<file path="src/rtl/eth_pcs_decoder_pkg.sv">
// eth_pcs_decoder_pkg: 64b/66b block types, control codes, XGMII characters, block classes and RX states
package eth_pcs_decoder_pkg;
    localparam int W_PLD_BLK = 64;
    localparam logic [1:0] SYNC_DATA = 2'b01;
    localparam logic [1:0] SYNC_CTRL = 2'b10;
    localparam logic [7:0] C_TYPE  = 8'h1E;
    localparam logic [7:0] S0_TYPE = 8'h78;
    localparam logic [7:0] S4_TYPE = 8'h33;
    localparam logic [7:0] T0_TYPE = 8'h87;
    localparam logic [7:0] T1_TYPE = 8'h99;
    localparam logic [7:0] T2_TYPE = 8'hAA;
    localparam logic [7:0] T3_TYPE = 8'hB4;
    localparam logic [7:0] T4_TYPE = 8'hCC;
    localparam logic [7:0] T5_TYPE = 8'hD2;
    localparam logic [7:0] T6_TYPE = 8'hE1;
    localparam logic [7:0] T7_TYPE = 8'hFF;
    localparam logic [6:0] CODE_IDLE = 7'h00;
    localparam logic [6:0] CODE_LPI  = 7'h06;
    localparam logic [6:0] CODE_ERR  = 7'h1E;
    localparam logic [6:0] CODE_RES0 = 7'h2D;
    localparam logic [6:0] CODE_RES1 = 7'h33;
    localparam logic [6:0] CODE_RES2 = 7'h4B;
    localparam logic [6:0] CODE_RES3 = 7'h55;
    localparam logic [6:0] CODE_RES4 = 7'h66;
    localparam logic [6:0] CODE_RES5 = 7'h78;
    localparam logic [7:0] XGMII_IDLE  = 8'h07;
    localparam logic [7:0] XGMII_START = 8'hFB;
    localparam logic [7:0] XGMII_TERM  = 8'hFD;
    localparam logic [7:0] XGMII_ERR   = 8'hFE;
    localparam logic [7:0] XGMII_LPI   = 8'h06;
    localparam logic [7:0] XGMII_SEQ   = 8'h9C;
    localparam logic [7:0] XGMII_RES0  = 8'h1C;
    localparam logic [7:0] XGMII_RES1  = 8'h3C;
    localparam logic [7:0] XGMII_RES2  = 8'h7C;
    localparam logic [7:0] XGMII_RES3  = 8'hBC;
    localparam logic [7:0] XGMII_RES4  = 8'hDC;
    localparam logic [7:0] XGMII_RES5  = 8'hF7;
    localparam logic [63:0] XGMII_LF_D = {2{8'h01, 16'h0000, XGMII_SEQ}};
    localparam logic [7:0]  XGMII_LF_C = 8'h11;

    typedef enum logic [2:0] {BLK_C, BLK_S, BLK_D, BLK_T, BLK_E} blk_class_t;
    typedef enum logic [2:0] {RX_INIT, RX_C, RX_D, RX_T, RX_E} rx_state_t;

    // {valid, xgmii char} for a 7-bit control code
    function automatic logic [8:0] map_code(input logic [6:0] code);
        return code == CODE_IDLE ? {1'b1, XGMII_IDLE} :
               code == CODE_LPI  ? {1'b1, XGMII_LPI}  :
               code == CODE_ERR  ? {1'b1, XGMII_ERR}  :
               code == CODE_RES0 ? {1'b1, XGMII_RES0} :
               code == CODE_RES1 ? {1'b1, XGMII_RES1} :
               code == CODE_RES2 ? {1'b1, XGMII_RES2} :
               code == CODE_RES3 ? {1'b1, XGMII_RES3} :
               code == CODE_RES4 ? {1'b1, XGMII_RES4} :
               code == CODE_RES5 ? {1'b1, XGMII_RES5} : {1'b0, XGMII_ERR};
    endfunction

    // {is_terminate, lane of /T/}
    function automatic logic [3:0] t_lane(input logic [7:0] t);
        return t == T0_TYPE ? 4'h8 : t == T1_TYPE ? 4'h9 : t == T2_TYPE ? 4'hA :
               t == T3_TYPE ? 4'hB : t == T4_TYPE ? 4'hC : t == T5_TYPE ? 4'hD :
               t == T6_TYPE ? 4'hE : t == T7_TYPE ? 4'hF : 4'h0;
    endfunction
endpackage

</file>
<file path="src/rtl/eth_pcs_decoder_blk_classify.sv">
// eth_pcs_blk_classify: combinational classification and XGMII decode of one 66-bit block
module eth_pcs_blk_classify
    import eth_pcs_decoder_pkg::*;
(
    input  logic [1:0]           sync,
    input  logic [W_PLD_BLK-1:0] pld,
    output blk_class_t           cls,
    output logic [63:0]          d,
    output logic [7:0]           c
);
    logic [7:0]  ch [8];
    logic [7:0]  ok;
    logic [3:0]  tn;
    int          n;
    logic [63:0] pd;
    logic [63:0] td;
    logic [7:0]  tc;
    logic        tok;

    genvar g;
    for (g = 0; g < 8; g++) begin : g_code
        assign {ok[g], ch[g]} = map_code(pld[8+7*g +: 7]);
    end

    assign tn = t_lane(pld[7:0]);
    assign n  = int'(tn[2:0]);
    assign pd = {8'h00, pld[63:8]};

    // terminate block: data lanes before /T/, control codes after it must all be valid
    always_comb begin
        td  = '0;
        tc  = '0;
        tok = 1'b1;
        for (int k = 0; k < 8; k++) begin
            td[8*k +: 8] = k < n ? pd[8*k +: 8] : k == n ? XGMII_TERM : ch[k];
            tc[k]        = k >= n;
            tok          = tok & (k <= n || ok[k]);
        end
    end

    // class and decoded word; anything unrecognised stays /E/
    always_comb begin
        cls = BLK_E;
        d   = {8{XGMII_ERR}};
        c   = 8'hFF;
        if (sync == SYNC_DATA) begin
            cls = BLK_D;
            d   = pld;
            c   = 8'h00;
        end else if (sync == SYNC_CTRL) begin
            if (pld[7:0] == C_TYPE && &ok) begin
                cls = BLK_C;
                d   = {ch[7], ch[6], ch[5], ch[4], ch[3], ch[2], ch[1], ch[0]};
            end else if (pld[7:0] == S0_TYPE) begin
                cls = BLK_S;
                d   = {pld[63:8], XGMII_START};
                c   = 8'h01;
            end else if (pld[7:0] == S4_TYPE && &ok[3:0]) begin
                cls = BLK_S;
                d   = {pld[63:40], XGMII_START, ch[3], ch[2], ch[1], ch[0]};
                c   = 8'h1F;
            end else if (tn[3] && tok) begin
                cls = BLK_T;
                d   = td;
                c   = tc;
            end
        end
    end
endmodule

</file>
<file path="config.mk">
export PLATFORM = sky130hd
export DESIGN_NAME = eth_pcs_blk_classify
export DESIGN_NICKNAME = d
export VERILOG_FILES = /design/src/rtl/eth_pcs_decoder_pkg.sv /design/src/rtl/eth_pcs_decoder_blk_classify.sv
export SDC_FILE = /design/constraint.sdc
export NUM_CORES = 1
export LEC_CHECK = 0
export CAP_MARGIN = 10
export CELL_PAD_IN_SITES_DETAIL_PLACEMENT = 1
export CELL_PAD_IN_SITES_GLOBAL_PLACEMENT = 1
export CORE_MARGIN = 4
export CORE_UTILIZATION = 33
export DETAILED_ROUTE_END_ITERATION = 6
export PLACE_DENSITY_LB_ADDON = 0.05
export SLEW_MARGIN = 25
export SYNTH_ARGS = -nofsm -noshare
export SYNTH_HDL_FRONTEND = slang
export SYNTH_SLANG_ARGS = --single-unit
export TNS_END_PERCENT = 20
</file>
<file path="constraint.sdc">
create_clock -name vclk -period 4.39
set_input_delay 0.878 -clock vclk [all_inputs]
set_output_delay 0.878 -clock vclk [all_outputs]
set_load 0.03 [all_outputs]
</file>
# After elaboration in Yosys (flattened, before gate mapping)
# Cells that the tools add are included.
# W data, S select, Z words.
[op_classes] n_eq_ne=84 muxes=114 n_lt_le_gt_ge=24 n_reduce_logical=22 n_bitwise=7
[ops] cell="$mux W9" n=72
[ops] cell="$mux W64" n=6
[ops] cell="$eq A7 B7 Y1 const B" n=32
[ops] cell="$mux W8" n=22
[ops] cell="$eq A7 B6 Y1 const B" n=16
[ops] cell="$eq A8 B8 Y1 const B" n=8
[ops] cell="$eq A7 B3 Y1 const B" n=8
[ops] cell="$eq A7 B5 Y1 const B" n=8
[ops] cell="$logic_not A7 Y1" n=8
[ops] cell="$logic_not A32 Y1" n=1
[ops] cell="$mux W4" n=8
[ops] cell="$mux W3" n=6
[ops] cell="$eq A3 B3 Y1 const A" n=4
[ops] cell="$ge A3 B3 Y1 const A" n=4
[ops] cell="$le A3 B3 Y1 const A" n=4
[ops] cell="$lt A3 B3 Y1 const A" n=4
[ops] cell="$eq A8 B5 Y1 const B" n=1
[ops] cell="$eq A8 B6 Y1 const B" n=1
[ops] cell="$eq A8 B7 Y1 const B" n=1
[ops] cell="$logic_or A1 B1 Y1" n=8
[ops] cell="$reduce_and A8 Y1" n=1
[ops] cell="$and A1 B1 Y1" n=7
[ops] cell="$eq A2 B3 Y1 const A" n=2
[ops] cell="$ge A1 B3 Y1 const A" n=2
[ops] cell="other kinds (10)" n=17
[totals] input_bits=66 register_bits=0 word_cells=251 out_inout_bits=75

# Longest topological paths before layout
[logic_depth] depth_word=25 depth_mapped=13 depth_no_buf=10

# Least setup slack after synthesis
# OpenSTA, ideal clock, no wires.
[synth_timing] kind="input-to-output" startpoint="input port pld[33]" endpoint="output port d[48]" n_path_buf=2 arrival_ns=3.815 path_stages=11 required_time_ns=3.512 setup_slack_ns=-0.303 cell_sequence="buf_2 -> nor4_2 -> or4b_1 -> o31ai_1 -> o221ai_2 -> or3_4 -> and2_1 -> o21ai_2 -> inv_2 -> buf_6 -> o21ai_0"
[synth_between] elab_chain_len=23 elab_cells_between_ends=35 cone_classes="8 x eq/ne; 15 x mux; 5 x bitwise; 7 x reduce/logical"
[synth_rtl] item="start: declaration" line_no="eth_pcs_decoder_blk_classify.sv:6" text="input logic [W_PLD_BLK-1:0] pld,"
[synth_rtl] item="$eq A7 B7 Y1" line_no="eth_pcs_decoder_pkg.sv:54" text="code == CODE_RES5 ? {1'b1, XGMII_RES5} : {1'b0, XGMII_ERR};"
[synth_rtl] item="$mux W9" line_no="eth_pcs_decoder_pkg.sv:54"
[synth_rtl] item="$mux W9" line_no="eth_pcs_decoder_pkg.sv:53" text="code == CODE_RES4 ? {1'b1, XGMII_RES4} :"
[synth_rtl] item="$mux W9" line_no="eth_pcs_decoder_pkg.sv:52" text="code == CODE_RES3 ? {1'b1, XGMII_RES3} :"
[synth_rtl] item="$mux W9" line_no="eth_pcs_decoder_pkg.sv:51" text="code == CODE_RES2 ? {1'b1, XGMII_RES2} :"
[synth_rtl] item="$mux W9" line_no="eth_pcs_decoder_pkg.sv:50" text="code == CODE_RES1 ? {1'b1, XGMII_RES1} :"
[synth_rtl] item="$mux W9" line_no="eth_pcs_decoder_pkg.sv:49" text="code == CODE_RES0 ? {1'b1, XGMII_RES0} :"
[synth_rtl] item="$mux W9" line_no="eth_pcs_decoder_pkg.sv:48" text="code == CODE_ERR ? {1'b1, XGMII_ERR} :"
[synth_rtl] item="(+3 left out)"
[synth_rtl] item="$and A1 B1 Y1 (5 in a row)" line_no="eth_pcs_decoder_blk_classify.sv:37" text="tok = tok & (k <= n || ok[k]);"
[synth_rtl] item="$logic_and A1 B1 Y1" line_no="eth_pcs_decoder_blk_classify.sv:62" text="end else if (tn[3] && tok) begin"
[synth_rtl] item="$mux W64" line_no="eth_pcs_decoder_blk_classify.sv:62"
[synth_rtl] item="$mux W64" line_no="eth_pcs_decoder_blk_classify.sv:58" text="end else if (pld[7:0] == S4_TYPE && &ok[3:0]) begin"
[synth_rtl] item="$mux W64" line_no="eth_pcs_decoder_blk_classify.sv:54" text="end else if (pld[7:0] == S0_TYPE) begin"
[synth_rtl] item="$mux W64 (*)" line_no="eth_pcs_decoder_blk_classify.sv:51" text="if (pld[7:0] == C_TYPE && &ok) begin"
[synth_rtl] item="$mux W64 (*)" line_no="eth_pcs_decoder_blk_classify.sv:50" text="end else if (sync == SYNC_CTRL) begin"
[synth_rtl] item="$mux W64 (*)" line_no="eth_pcs_decoder_blk_classify.sv:46" text="if (sync == SYNC_DATA) begin"
[synth_rtl] item="end: declaration" line_no="eth_pcs_decoder_blk_classify.sv:8" text="output logic [63:0] d,"
# Mark *: on every way between the ends. The rest lies on a longest branch, timed or not.

# Worst setup path in the final report
[layout_timing] startpoint="input port pld[54]" endpoint="output port d[34]"
[layout_between] elab_chain_len=20 elab_cells_between_ends=30 cone_classes="8 x eq/ne; 15 x mux; 2 x bitwise; 5 x reduce/logical"
[layout_rtl] item="$eq A7 B7 Y1" line_no="eth_pcs_decoder_pkg.sv:54"
[layout_rtl] item="$mux W9" line_no="eth_pcs_decoder_pkg.sv:54"
[layout_rtl] item="$mux W9" line_no="eth_pcs_decoder_pkg.sv:53"
[layout_rtl] item="$mux W9" line_no="eth_pcs_decoder_pkg.sv:52"
[layout_rtl] item="$mux W9" line_no="eth_pcs_decoder_pkg.sv:51"
[layout_rtl] item="$mux W9" line_no="eth_pcs_decoder_pkg.sv:50"
[layout_rtl] item="$mux W9" line_no="eth_pcs_decoder_pkg.sv:49"
[layout_rtl] item="$mux W9" line_no="eth_pcs_decoder_pkg.sv:48"
[layout_rtl] item="(+3 left out)"
[layout_rtl] item="$and A1 B1 Y1 (2 in a row)" line_no="eth_pcs_decoder_blk_classify.sv:37"
[layout_rtl] item="$logic_and A1 B1 Y1" line_no="eth_pcs_decoder_blk_classify.sv:62"
[layout_rtl] item="$mux W64" line_no="eth_pcs_decoder_blk_classify.sv:62"
[layout_rtl] item="$mux W64" line_no="eth_pcs_decoder_blk_classify.sv:58"
[layout_rtl] item="$mux W64" line_no="eth_pcs_decoder_blk_classify.sv:54"
[layout_rtl] item="$mux W64 (*)" line_no="eth_pcs_decoder_blk_classify.sv:51"
[layout_rtl] item="$mux W64 (*)" line_no="eth_pcs_decoder_blk_classify.sv:50"
[layout_rtl] item="$mux W64 (*)" line_no="eth_pcs_decoder_blk_classify.sv:46"
# Marked as above.

==> results.tsv <==
metric	value	unit
outcome	finished, violations left	
violations	setup timing	
dp_hpwl	20400	um
vias	9542	
synth_area	4490	um^2
slew_viol_final	0	
design.seq.count	0	
worst_pin_slew	822	ps
drtIter0Drc	1406	
ant_nets	0	
synth_warnings	0	
leakage	3.99	nW
cp_slowest_stage_delay	400	ps
final_area	9160	um^2
wl_per_cell	32.4	um
crit_path_end_kind	output port	
synth_fp_nets	806	
synth_top_area_share	8.69	%
synthCells	740	
synth-seq-area-share	0	%
synth-simple-area-share	49.2	%
fin_hold_ws	2320	ps
synthAdderAreaFrac	0	%
grt_max_degree	34	
cp_num_buf_inv	9	
period_share	109	%
cpMostUsedCell	buf_4	
row_count	42	
grt_pass1_vias	9013	
avgSynthCellArea	6.07	um^2
die_x	125	um
io_buffer_count	141	
critPathRequiredTime	3510	ps
cp-start-kind	input port	
place_area	7420	um^2
synth-compound-area-share	39.7	%
muxShareOfSynthArea	0.223	%
wl	41800	um
ff_latch_area	0	um^2
first_pass_iters	7	
fill_cells	1595	
post_drt_via_cell_ratio	7.40	
arrival	3920	ps
syn2layout_area_growth	104	%
hold_viol_final	0	
dieArea	15500	um^2
grt-ovfl-total	0	
relSlewSlack	43.8	%
io_pins	141	
grt_pass1_wl	50500	um
synth_top_family_by_area	simple AND/OR/NAND/NOR gates	
cp_cell_sequence	buf_8, buf_4, buf_4, nor4bb_4, nand4b_1, o211ai_1, buf_4, nor2_1, nor4_4, buf_4, buf_4, a21o_1, buf_6, buf_6, a21oi_2, a21oi_2, buf_6	
hold_buffers	0	
synth_common_cells	93 x nor2_1, 69 x clkbuf_1, 65 x a21oi_1	
worstSetupPathType	input port to output port	
synth_most_common_cell	nor2_1	
ir_drop	0.0579	mV
drv_cap	0	
initial_utilization	33.8	%
ys_types	75	
synthTopCellsByArea	nor4bb_1 8.7%, nor2_1 7.8%, a21oi_1 7.2%	
fmax	209	MHz
critPathMaxFanout	8	
power_density	78.7	nW/um^2
final.setup.tns	-13510	ps
drive_gt1_share	52.9	%
setup_ws	-405	ps
setup_viol	74	
grt_use_total	38.9	%
antenna_found_initial	0	
place_congestion	0.984	
clkbuf_count	0	
nets	1181	
core-area	13300	um^2
min_path_type	input port to output port	
grt_setup_unrepaired	yes	
slowest_stage	a21oi_2	
yosysTopAreaCell	nor4bb_1	
drc	0	
die_y	125	um
finalCriticalPeriod	4800	ps
cpLargestDelayFamily	buffers and inverters	
synth_xor_area_share	0.975	%
n_antenna_cell	0	
pre_cts_slack	-903	ps
cell families (layout without fill, tap and decap cells):
group | Yosys count | in the layout
simple gates | 364 | 364
compound gates | 267 | 267
buf+inv | 103 | 476
xor+xnor | 5 | 5
mux | 1 | 1
placed cells by master, fill, tap and decap left out, types with 6 or more instances in the layout:
master           instances
a21oi_1                 46
a21oi_2                 17
a31oi_1                 14
and3b_1                  8
buf_12                   8
buf_2                   27
buf_4                  309
buf_6                   53
clkbuf_2                15
clkdlybuf4s15_1          7
clkdlybuf4s15_2         14
dlygate4sd2_1           17
inv_1                   14
nand2_1                 43
nand2b_1                13
nand3_1                 19
nand3b_1                10
nand4_1                 15
nor2_1                  84
nor2_2                   6
nor2b_1                 20
nor3_1                  12
nor4_1                   6
nor4bb_1                14
nor4bb_2                11
nor4bb_4                14
o211ai_1                 9
o21a_1                   6
o21ai_0                 34
o21ai_1                 10
o21ai_2                  6
o221ai_1                12
o22a_1                  11
o22ai_1                 18
o22ai_2                 10
or3_4                    6
routing by layer:
metal	vias up	wire, um	global-route usage (%)	share of wire (%)
met5	-	0	0	0
li1	3620	-	-	-
met4	0	4630	22.0	11
met3	469	4480	5.10	11
met2	1015	18900	70.1	45
met1	4438	13800	43.7	33
area by class of cell:
class / count / area [um^2] / area share [%]
multi-input cells: 637 / 5080 / 55.4
inverters: 15 / 58.8 / 0.642
repair inverters: 1 / 7.51 / 0.0819
well taps: 176 / 220 / 2.40
repair buffers: 460 / 3800 / 41.5
stage by stage:
step / cells / total power [mW] / utilization [%]
2_1_floorplan: 740 / 0.263 / -
3_3_place_gp: 1198 / 0.536 / 55.8
3_5_place_dp: 1198 / 0.552 / 55.8
4_1_cts: 1272 / 0.604 / 64.3
5_1_grt: 1289 / 0.735 / 68.9
6_report: 1289 / 0.722 / 68.9
worst min-delay path, stage by stage:
cell and delay [ps]:
clkbuf_4 180, o21ai_2 80, a31oi_1 130, buf_4 170
where the power goes:
group	leakage (nW)	switching (mW)	internal, mW
Combinational	3.99	0.419	0.303
Clock	0	0	0
Sequential	0	0	0
Total	3.99	0.419	0.303
what timing repair did:
item                                    4_1_cts  5_1_grt
pin swaps                                    68       39
resized for setup                           420      162
buffers inserted                             70       17
gates cloned                                  4        1
endpoints found under the setup margin       75       75
path summary, 6_finish.rpt:
check / slack (ps) / to / startpoint / cells past startpoint
setup / recovery: -410 / d[34] / pld[54] / 17
hold / removal: 2320 / d[2] / pld[10] / 4
Note: power is estimated with default switching activity, not from simulation.
